==> config.mk <==
export PLATFORM = sky130hd
export DESIGN_NAME = scarv_cop_aes_arb
export DESIGN_NICKNAME = d
export VERILOG_FILES = /design/src/rtl/scarv_cop_aes_arb_pkg.sv /design/src/rtl/scarv_cop_aes_arb_pick.sv /design/src/rtl/scarv_cop_aes_arb.sv
export SDC_FILE = /design/constraint.sdc
export NUM_CORES = 1
export LEC_CHECK = 0
export CORE_AREA = 3 3 130 132
export CTS_CLUSTER_DIAMETER = 200
export CTS_CLUSTER_SIZE = 20
export DETAILED_ROUTE_END_ITERATION = 16
export DIE_AREA = 0 0 133 135
export PLACE_DENSITY = 0.65
export SYNTH_ARGS = -nofsm -noshare
export SYNTH_HDL_FRONTEND = slang
export SYNTH_SLANG_ARGS = --single-unit
==> constraint.sdc <==
create_clock -name g_clk -period 1.75 [get_ports g_clk]
set_input_delay 0.2625 -clock g_clk [delete_from_list [all_inputs] [get_ports g_clk]]
set_output_delay 0.2625 -clock g_clk [all_outputs]
set_load 0.01 [all_outputs]
==> src/rtl/scarv_cop_aes_arb_pkg.sv <==
// Shared definitions for the coprocessor AES unit arbiter.
//   - AES sub/mix subclass encodings understood by the shared unit
//   - arbiter FSM state encoding
//   - sclass_legal(): true for subclasses the AES unit can execute
package scarv_cop_aes_arb_pkg;

  localparam logic [4:0] AESSUB_ENC    = 5'h00;
  localparam logic [4:0] AESSUB_ENCROT = 5'h01;
  localparam logic [4:0] AESSUB_DEC    = 5'h02;
  localparam logic [4:0] AESSUB_DECROT = 5'h03;
  localparam logic [4:0] AESMIX_ENC    = 5'h04;
  localparam logic [4:0] AESMIX_DEC    = 5'h05;

  typedef enum logic [1:0] {
    ST_IDLE = 2'd0,
    ST_BUSY = 2'd1,
    ST_RESP = 2'd2
  } arb_state_e;

  function automatic logic sclass_legal(input logic [4:0] sc);
    logic ok;
    case (sc)
      AESSUB_ENC, AESSUB_ENCROT, AESSUB_DEC, AESSUB_DECROT,
      AESMIX_ENC, AESMIX_DEC: ok = 1'b1;
      default:                ok = 1'b0;
    endcase
    return ok;
  endfunction

endpackage

==> src/rtl/scarv_cop_aes_arb_pick.sv <==
// Combinational requester selection for the AES unit arbiter.
// The search starts at start_i and wraps modulo NREQ; tying start_i to 0
// gives fixed priority with the lowest index winning.
// Ports:
//   valid_i  [NREQ]  request valids
//   start_i  [2]     first index to consider
//   grant_o  [NREQ]  one-hot grant (zero when nothing is valid)
//   idx_o    [2]     index of the granted requester
//   any_o    [1]     some requester was granted
module scarv_cop_aes_arb_pick #(
  parameter int NREQ = 2
) (
  input  logic [NREQ-1:0] valid_i,
  input  logic [1:0]      start_i,
  output logic [NREQ-1:0] grant_o,
  output logic [1:0]      idx_o,
  output logic            any_o
);

  always_comb begin
    grant_o = '0;
    idx_o   = 2'd0;
    any_o   = 1'b0;
    // Outer loop walks the search order; inner loop keeps every bit
    // select constant so the hardware is a plain priority mux.
    for (int k = 0; k < NREQ; k++) begin
      for (int i = 0; i < NREQ; i++) begin
        if (!any_o && valid_i[i] && (((int'(start_i) + k) % NREQ) == i)) begin
          grant_o[i] = 1'b1;
          idx_o      = 2'(i);
          any_o      = 1'b1;
        end
      end
    end
  end

endmodule

==> src/rtl/scarv_cop_aes_arb.sv <==
// Shares the coprocessor AES sub/mix unit between NREQ requesters.
// A request is arbitrated and captured in IDLE, the unit's valid and
// operands are held stable through BUSY, and the tagged result is offered
// on a single response channel in RESP.
// Build option: SCARV_COP_AES_ARB_RR_EN selects round-robin arbitration;
// without it the lowest requester index wins and no pointer is built.
// Ports:
//   g_clk, g_reset            clock, synchronous active-high reset
//   req_valid/req_ready       per-requester handshake (ready one-hot or 0)
//   req_rs1/rs2/sclass        per-requester operands, slice i = requester i
//   rsp_valid/rsp_ready       response handshake
//   rsp_id/rsp_data/rsp_err   response requester, result, error flag
//   aes_ivalid/rs1/rs2/sclass drive the shared AES unit
//   aes_idone/aes_wdata       AES unit completion and result
//
// state | meaning
// IDLE  | waiting for a request; req_ready shows the winner
// BUSY  | AES unit running on captured operands; timeout counter active
// RESP  | response held on rsp_* until rsp_ready
module scarv_cop_aes_arb
  import scarv_cop_aes_arb_pkg::*;
#(
  parameter int NREQ    = 2,
  parameter int TIMEOUT = 7
) (
  input  logic              g_clk,
  input  logic              g_reset,
  input  logic [NREQ-1:0]   req_valid,
  output logic [NREQ-1:0]   req_ready,
  input  logic [32*NREQ-1:0] req_rs1,
  input  logic [32*NREQ-1:0] req_rs2,
  input  logic [5*NREQ-1:0] req_sclass,
  output logic              rsp_valid,
  input  logic              rsp_ready,
  output logic [1:0]        rsp_id,
  output logic [31:0]       rsp_data,
  output logic              rsp_err,
  output logic              aes_ivalid,
  output logic [31:0]       aes_rs1,
  output logic [31:0]       aes_rs2,
  output logic [4:0]        aes_sclass,
  input  logic              aes_idone,
  input  logic [31:0]       aes_wdata
);

  localparam int            CW       = $clog2(TIMEOUT + 1);
  localparam logic [CW-1:0] CNT_LAST = CW'(TIMEOUT - 1);

  arb_state_e    state_q, state_d;
  logic [1:0]    id_q, id_d;
  logic [31:0]   rs1_q, rs1_d;
  logic [31:0]   rs2_q, rs2_d;
  logic [4:0]    sc_q, sc_d;
  logic [31:0]   data_q, data_d;
  logic          err_q, err_d;
  logic [CW-1:0] cnt_q, cnt_d;

  logic [NREQ-1:0] pick_grant;
  logic [1:0]      pick_idx;
  logic            pick_any;
  logic [1:0]      pick_start;
  logic [31:0]     win_rs1, win_rs2;
  logic [4:0]      win_sc;

  scarv_cop_aes_arb_pick #(.NREQ(NREQ)) u_pick (
    .valid_i (req_valid),
    .start_i (pick_start),
    .grant_o (pick_grant),
    .idx_o   (pick_idx),
    .any_o   (pick_any)
  );

`ifdef SCARV_COP_AES_ARB_RR_EN
  // Pointer holds the next search start, i.e. last grant + 1.
  // Updated on every accept, including illegal-subclass accepts.
  logic [1:0] ptr_q, ptr_d;

  assign pick_start = ptr_q;

  always_comb begin
    ptr_d = ptr_q;
    if (state_q == ST_IDLE && pick_any)
      ptr_d = (pick_idx == 2'(NREQ - 1)) ? 2'd0 : pick_idx + 2'd1;
  end

  always_ff @(posedge g_clk) begin
    if (g_reset) ptr_q <= 2'd0;
    else         ptr_q <= ptr_d;
  end
`else
  assign pick_start = 2'd0;
`endif

  // One-hot grant makes an OR-style mux sufficient.
  always_comb begin
    win_rs1 = '0;
    win_rs2 = '0;
    win_sc  = '0;
    for (int i = 0; i < NREQ; i++) begin
      if (pick_grant[i]) begin
        win_rs1 = req_rs1[32*i +: 32];
        win_rs2 = req_rs2[32*i +: 32];
        win_sc  = req_sclass[5*i +: 5];
      end
    end
  end

  always_comb begin
    state_d   = state_q;
    id_d      = id_q;
    rs1_d     = rs1_q;
    rs2_d     = rs2_q;
    sc_d      = sc_q;
    data_d    = data_q;
    err_d     = err_q;
    cnt_d     = cnt_q;
    req_ready = '0;
    case (state_q)
      ST_IDLE: begin
        req_ready = pick_grant;
        if (pick_any) begin
          id_d  = pick_idx;
          cnt_d = '0;
          if (sclass_legal(win_sc)) begin
            // Operand registers only move for work the unit will see,
            // so the unit's inputs stay quiet on rejected requests.
            rs1_d   = win_rs1;
            rs2_d   = win_rs2;
            sc_d    = win_sc;
            state_d = ST_BUSY;
          end else begin
            data_d  = 32'h0;
            err_d   = 1'b1;
            state_d = ST_RESP;
          end
        end
      end
      ST_BUSY: begin
        if (aes_idone) begin
          data_d  = aes_wdata;
          err_d   = 1'b0;
          state_d = ST_RESP;
        end else if (cnt_q == CNT_LAST) begin
          data_d  = 32'h0;
          err_d   = 1'b1;
          state_d = ST_RESP;
        end else begin
          cnt_d = cnt_q + 1'b1;
        end
      end
      ST_RESP: begin
        if (rsp_ready) begin
          cnt_d   = '0;
          state_d = ST_IDLE;
        end
      end
      default: state_d = ST_IDLE;
    endcase
  end

  always_ff @(posedge g_clk) begin
    if (g_reset) begin
      state_q <= ST_IDLE;
      id_q    <= 2'd0;
      rs1_q   <= 32'h0;
      rs2_q   <= 32'h0;
      sc_q    <= 5'h0;
      data_q  <= 32'h0;
      err_q   <= 1'b0;
      cnt_q   <= '0;
    end else begin
      state_q <= state_d;
      id_q    <= id_d;
      rs1_q   <= rs1_d;
      rs2_q   <= rs2_d;
      sc_q    <= sc_d;
      data_q  <= data_d;
      err_q   <= err_d;
      cnt_q   <= cnt_d;
    end
  end

  assign aes_ivalid = (state_q == ST_BUSY);
  assign aes_rs1    = rs1_q;
  assign aes_rs2    = rs2_q;
  assign aes_sclass = sc_q;
  assign rsp_valid  = (state_q == ST_RESP);
  assign rsp_id     = id_q;
  assign rsp_data   = data_q;
  assign rsp_err    = err_q;

endmodule

==> results.json, run 1 <==
{
  "grt_start_max_net_pins": 52,
  "cts.reportedPaths.clkPinSlew_ns": 0.07,
  "synthMuxAreaShare_pct": 0.211,
  "critPathCaptureType": "output port",
  "postSynthCellCount": 520,
  "max_freq_ghz": 0.593,
  "synth_fa_ha_area_share_pct": 0.527,
  "async_flop_share_pct": 0,
  "place.gp.congestion": 0.878,
  "std_cell_rows": 46,
  "ir_drop_mv": 0.468,
  "drive_above_1_share_pct": 11.9,
  "start_util_pct": 30.0,
  "synth_edf_count": 0,
  "hpwl_um": 13500,
  "die_h_um": 135,
  "yosysTopAreaCell": "dfxtp_1",
  "synth_xor_area_share_pct": 0,
  "yosysWarnings": 0,
  "routedWlPerCell_um": 18.0,
  "yosysUniqueCellTypes": 35,
  "critical_path_class": "flop to output port",
  "startpoint": "state_q[0]$_SDFFE_PP0P_",
  "hold_slack_ns": 0.241,
  "ios": 284,
  "worstPathArrival_ns": 1.42,
  "placed_cell_area_um2": 7900,
  "grt_pass1_wl_um": 27700,
  "fin_crit_ns": 1.69,
  "synthSimpleGateAreaFrac_pct": 14.8,
  "synth_top_family_by_area": "compound AO/OA/AOI/OAI gates",
  "syn_area_um2": 4750,
  "synth_compound_area_share_pct": 32.2,
  "core_area_um2": 15800,
  "relSlewSlack_pct": 61.0,
  "ys_top_cells_by_area": "dfxtp_1, a311oi_2, a21oi_1, nand3_1, a311oi_1",
  "power.leakage_uw": 0.00293,
  "finish.instance_area_um2": 8240,
  "drt-pass1-iter-count": 5,
  "fillers": 1459,
  "grt_usage_pct": 19.2,
  "synthesis.nets": 698,
  "post_cts_buffers": 0,
  "synth_area_per_cell_um2": 9.13,
  "clkLatencyLatePin_ns": 0.36,
  "antenna_found_initial": 1,
  "finalHoldViolations": 0,
  "required_ns": 1.49,
  "area_delta_synth_final_pct": 73.4,
  "final_common_cell": "clkdlybuf4s50_1",
  "synth_top_flop_cell": "dfxtp_1",
  "clk_path_buf_depth": 2,
  "die-area_um2": 18000,
  "netlist.area_leader.share_pct": 45.5,
  "cts-buffers-inserted": 9,
  "layout_common_cells": "clkdlybuf4s50_1, dfxtp_1, nand2_1, a21oi_1, nand3_1",
  "worstReg2RegStart": "cnt_q[0]$_SDFFE_PP0P_",
  "period_share_pct": 96.4,
  "setup-violations-final": 0,
  "worst-slew-pin-transition_ns": 0.585,
  "slew_viol_final": 0,
  "numPortBuffers": 282,
  "rsz0062_at_grt": "false",
  "worst_setup_path_start_kind": "flop",
  "hold_path.class": "primary input to flop",
  "ys_seq_area_share_pct": 45.5,
  "drc_errors": 0,
  "via_per_inst": 5.15,
  "final_nets": 962,
  "status": "finished, final reports clean",
  "detail_route.iter0.violations": 261,
  "antenna_cells": 0,
  "clockRootBuffer": "clkbuf_16",
  "overflow": 0,
  "power.density_nw_per_um2": 828,
  "cap_violations": 0,
  "power.total_uw": 6820,
  "num_vias": 5178,
  "detail-route-antenna-nets": 0,
  "h-tree-depth": 3,
  "die-width_um": 133,
  "grt_pass1_vias": 5295,
  "cts.sinks": 108,
  "cts_tree": "built",
  "totalNegativeSetupSlack_ns": 0,
  "routed_wl_um": 18000,
  "worstPathMaxFanout": 7,
  "ys_ff_latch": 108,
  "finalClockSkew_ns": 0.00903,
  "hp-start": "g_reset"
}
-- critical path, cell delays in order (launching register included) --
cell           delay, ns
dfxtp_2             0.36
or3_1               0.38
inv_1               0.06
dlygate4sd2_1       0.27
-- power by group --
group	switching [µW]	internal (µW)
clock	1020	1000
sequential	124	2670
combinational	892	1120
total	2030	4790
-- timing repair --
action	4_1_cts	5_1_grt
gates cloned	0	0
endpoints found under the hold margin	0	0
gates resized for setup	6	10
endpoints found under the setup margin	14	45
hold buffers	0	0
-- sequential cells by signal (all words and copies together) (netlist names) --
signal and cells:
aes_rs1 32, aes_rs2 32, aes_sclass 5, rsp_data 32, cnt_q 3, state_q 2, rsp_id 1, rsp_err 1
-- metal layers --
| layer | track usage, % | vias to the layer above | share of wire [%] | routed length (µm) |
|---|---|---|---|---|
| met4 | 7.97 | 2 | 3.1 | 561 |
| met5 | 0 | - | 0.072 | 13 |
| li1 | - | 2470 | - | - |
| met1 | 22.3 | 2409 | 39 | 7070 |
| met2 | 32.9 | 261 | 49 | 8820 |
| met3 | 5.89 | 36 | 8.7 | 1580 |
-- through the flow --
step	util [%]	cells	worst slack, ns
3_5_place_dp	49.9	989	-0.399
3_3_place_gp	49.9	989	-0.388
5_1_grt	52.0	1005	0.00281
6_report	52.0	1005	0.0630
2_1_floorplan	-	520	0.154
4_1_cts	51.8	1005	0.0106
-- synthesized netlist by cell type, types with 2 or more instances --
library cell,instances
a211oi_1,6
a21oi_1,71
a22o_1,32
a22oi_1,2
a311oi_1,35
a311oi_2,30
and3_1,3
buf_2,16
buf_4,2
buf_6,4
clkbuf_1,40
dfxtp_1,108
ha_1,2
inv_1,5
nand2_1,70
nand3_1,66
nor2_1,5
nor2b_1,4
o21ai_0,2
or3_1,2
-- final timing paths --
check | end | slack (ns) | depth (start not counted)
setup / recovery | req_ready[0] | 0.06 | 3
hold / removal | cnt_q[0]$_SDFFE_PP0P_ | 0.24 | 3
setup reg to reg | rsp_data[1]$_SDFFE_PP0P_ | 0.13 | 7
hold reg to reg | rsp_data[30]$_SDFFE_PP0P_ | 0.48 | 1
-- final cells by class --
cell class                 count  area [µm²]  area share (%)
tap                          216         270            3.28
clock inverter                 7        65.1           0.790
sequential                   108        2160            26.3
multi-input combinational    343        2310            28.0
clock buffer                   9         225            2.73
inverter                       6        22.5           0.273
timing repair buffer         316        3180            38.6
-- logic make-up (layout without fill, tap and decap cells) --
group	count (synthesis)	count (layout)
flip-flops	108	108
multiplexers	1	1
other	1	1
adder cells (fa/ha/maj)	2	2
buffers and inverters	69	338
AND/OR/NAND/NOR	154	154
AO/OA/AOI/OAI	185	185
(Power assumes the default switching activity.)
==> run 2: changes to the inputs <==
--- a/config.mk
+++ b/config.mk
@@ -5,12 +5,13 @@
 export SDC_FILE = /design/constraint.sdc
 export NUM_CORES = 1
 export LEC_CHECK = 0
-export CORE_AREA = 3 3 130 132
+export CORE_AREA = 3 3 115 117
+export CTS_BUF_LIST = sky130_fd_sc_hd__clkbuf_8
 export CTS_CLUSTER_DIAMETER = 200
 export CTS_CLUSTER_SIZE = 20
 export DETAILED_ROUTE_END_ITERATION = 16
-export DIE_AREA = 0 0 133 135
-export PLACE_DENSITY = 0.65
+export DIE_AREA = 0 0 118 120
+export PLACE_DENSITY = 0.81
 export SYNTH_ARGS = -nofsm -noshare
 export SYNTH_HDL_FRONTEND = slang
 export SYNTH_SLANG_ARGS = --single-unit
==> run 2 against run 1 <==
Against the previous run:
- register-to-register slack about the same
- non-clock buffer count down 5
- maximum frequency down 0.95%
- power down 8.3%
- clock power down 23%
- critical path depth up 3
- worst hold slack worse by 0.093 ns
- first-iteration DRC count up 28%
- critical endpoint is now aes_rs2[29]$_SDFFE_PP0P_
- highest routed layer is now met4
==> results.json, run 2 (same netlist as run 1, synthesis figures left out) <==
{
  "status": "finished, final reports clean",
  "grt_usage_pct": 23.4,
  "cp_num_cells": 6,
  "die-area_um2": 14200,
  "worst_setup_path_start_kind": "primary input",
  "slowest_delay_ns": 0.43,
  "required_ns": 1.99,
  "routed_wl_um": 17200,
  "die_h_um": 120,
  "critPathCaptureType": "flop",
  "finalHoldViolations": 0,
  "placed_cell_area_um2": 7770,
  "numPortBuffers": 282,
  "worstPathArrival_ns": 1.94,
  "drc_errors": 0,
  "critical_path_class": "primary input to flop",
  "final_nets": 957,
  "r2r_end": "rsp_data[19]$_SDFFE_PP0P_",
  "core_area_um2": 12500,
  "routedWlPerCell_um": 17.9,
  "clk_path_buf_depth": 2,
  "worst-slew-pin-transition_ns": 0.660,
  "finish.instance_area_um2": 8000,
  "layout_common_cells": "clkdlybuf4s50_1, dfxtp_1, nand2_1, a21oi_1, nand3_1",
  "r2r_setup_slack_ns": 0.12,
  "relSlewSlack_pct": 56.0,
  "post_cts_buffers": 0,
  "drt-pass1-iter-count": 7,
  "detail_route.iter0.violations": 335,
  "power.total_uw": 6250,
  "cpMaxStageDelayCell": "clkdlybuf4s50_1",
  "clockRootBuffer": "clkbuf_8",
  "max_freq_ghz": 0.587,
  "min_to": "rsp_id[0]$_SDFFE_PP0P_",
  "overflow": 0,
  "worst_r2r_path_depth": 7,
  "num_vias": 5248,
  "area_delta_synth_final_pct": 68.3,
  "worstReg2RegStart": "cnt_q[0]$_SDFFE_PP0P_",
  "whs_path_depth": 2,
  "critPathTopFamily": "compound AO/OA/AOI/OAI gates",
  "cts_tree": "built",
  "final_common_cell": "clkdlybuf4s50_1",
  "grt_pass1_wl_um": 27100,
  "hp-start": "g_reset",
  "ir_drop_mv": 0.369,
  "setup-violations-final": 0,
  "ios": 284,
  "start_util_pct": 38.1,
  "drive_above_1_share_pct": 11.5,
  "std_cell_rows": 41,
  "hpwl_um": 12700,
  "die-width_um": 118,
  "hold_path.class": "primary input to flop",
  "cts.reportedPaths.clkPinSlew_ns": 0.10,
  "fin_crit_ns": 1.70,
  "post-route-util_pct": 64.1,
  "period_share_pct": 97.3,
  "place.gp.congestion": 0.838,
  "via_per_inst": 5.49,
  "h-tree-depth": 3,
  "cap_violations": 0,
  "power.leakage_uw": 0.00284,
  "antenna_cells": 0,
  "cts.sinks": 108,
  "finalClockSkew_ns": 0.0110,
  "slew_viol_final": 0,
  "clkLatencyLatePin_ns": 0.37,
  "grt_pass1_vias": 5326,
  "grt_start_max_net_pins": 64,
  "cts-buffers-inserted": 9,
  "power.density_nw_per_um2": 782,
  "cp_num_buf_inv": 2,
  "path_cells": "clkdlybuf4s50_1, a211oi_1, o22a_2, and2_2, buf_12, a311oi_1",
  "detail-route-antenna-nets": 0,
  "worstPathMaxFanout": 45,
  "totalNegativeSetupSlack_ns": 0,
  "antenna_found_initial": 0
}
run 2: timing repair:
action | in CTS | in global routing
gates resized for setup | 8 | 5
hold buffers | 0 | 0
pin swaps | 0 | 1
setup endpoints to repair | 4 | 64
run 2: worst max path at each step:
stage	startpoint	to
after CTS	state_q[1]$_SDFFE_PP0P_	req_ready[0]
after detailed placement	req_sclass[6]	aes_rs2[26]$_SDFFE_PP0P_
after floorplan	req_sclass[6]	aes_rs1[10]$_SDFFE_PP0P_
after global placement	req_sclass[1]	aes_rs1[7]$_SDFFE_PP0P_
after global routing	req_sclass[1]	aes_rs1[29]$_SDFFE_PP0P_
final	req_sclass[1]	aes_rs2[29]$_SDFFE_PP0P_
run 2: metrics by stage:
stage / setup slack, ns / hold slack (ns) / std cells
final: 0.0468 / 0.148 / 956
after global placement: -0.270 / 0.460 / 940
after detailed placement: -0.348 / 0.466 / 940
after global routing: -0.00298 / 0.128 / 956
after floorplan: 0.154 / 0.359 / 520
after CTS: -0.00917 / 0.122 / 956
run 2: area by class of cell:
class | count | area, µm²
Sequential cell | 108 | 2160
Clock inverter | 7 | 75.1
Inverter | 6 | 22.5
Fill cell | 984 | 4470
Timing Repair Buffer | 311 | 3090
Tap cell | 172 | 215
Clock buffer | 9 | 124
Multi-Input combinational cell | 343 | 2300
run 2: per-layer routing:
metal	part of all wire (%)	routed length (µm)	global-route usage, %	vias up
li1	-	-	-	2467
met1	39	6680	26.9	2482
met2	51	8730	41.8	259
met3	7.2	1240	5.70	40
met4	3.0	512	9.45	0
met5	0	0	0	-
run 2: report_power, final:
group / leakage (µW) / switching [µW] / internal, µW
registers: 0.000885 / 120 / 2670
logic: 0.00186 / 869 / 1050
clock network: 0.000104 / 877 / 670
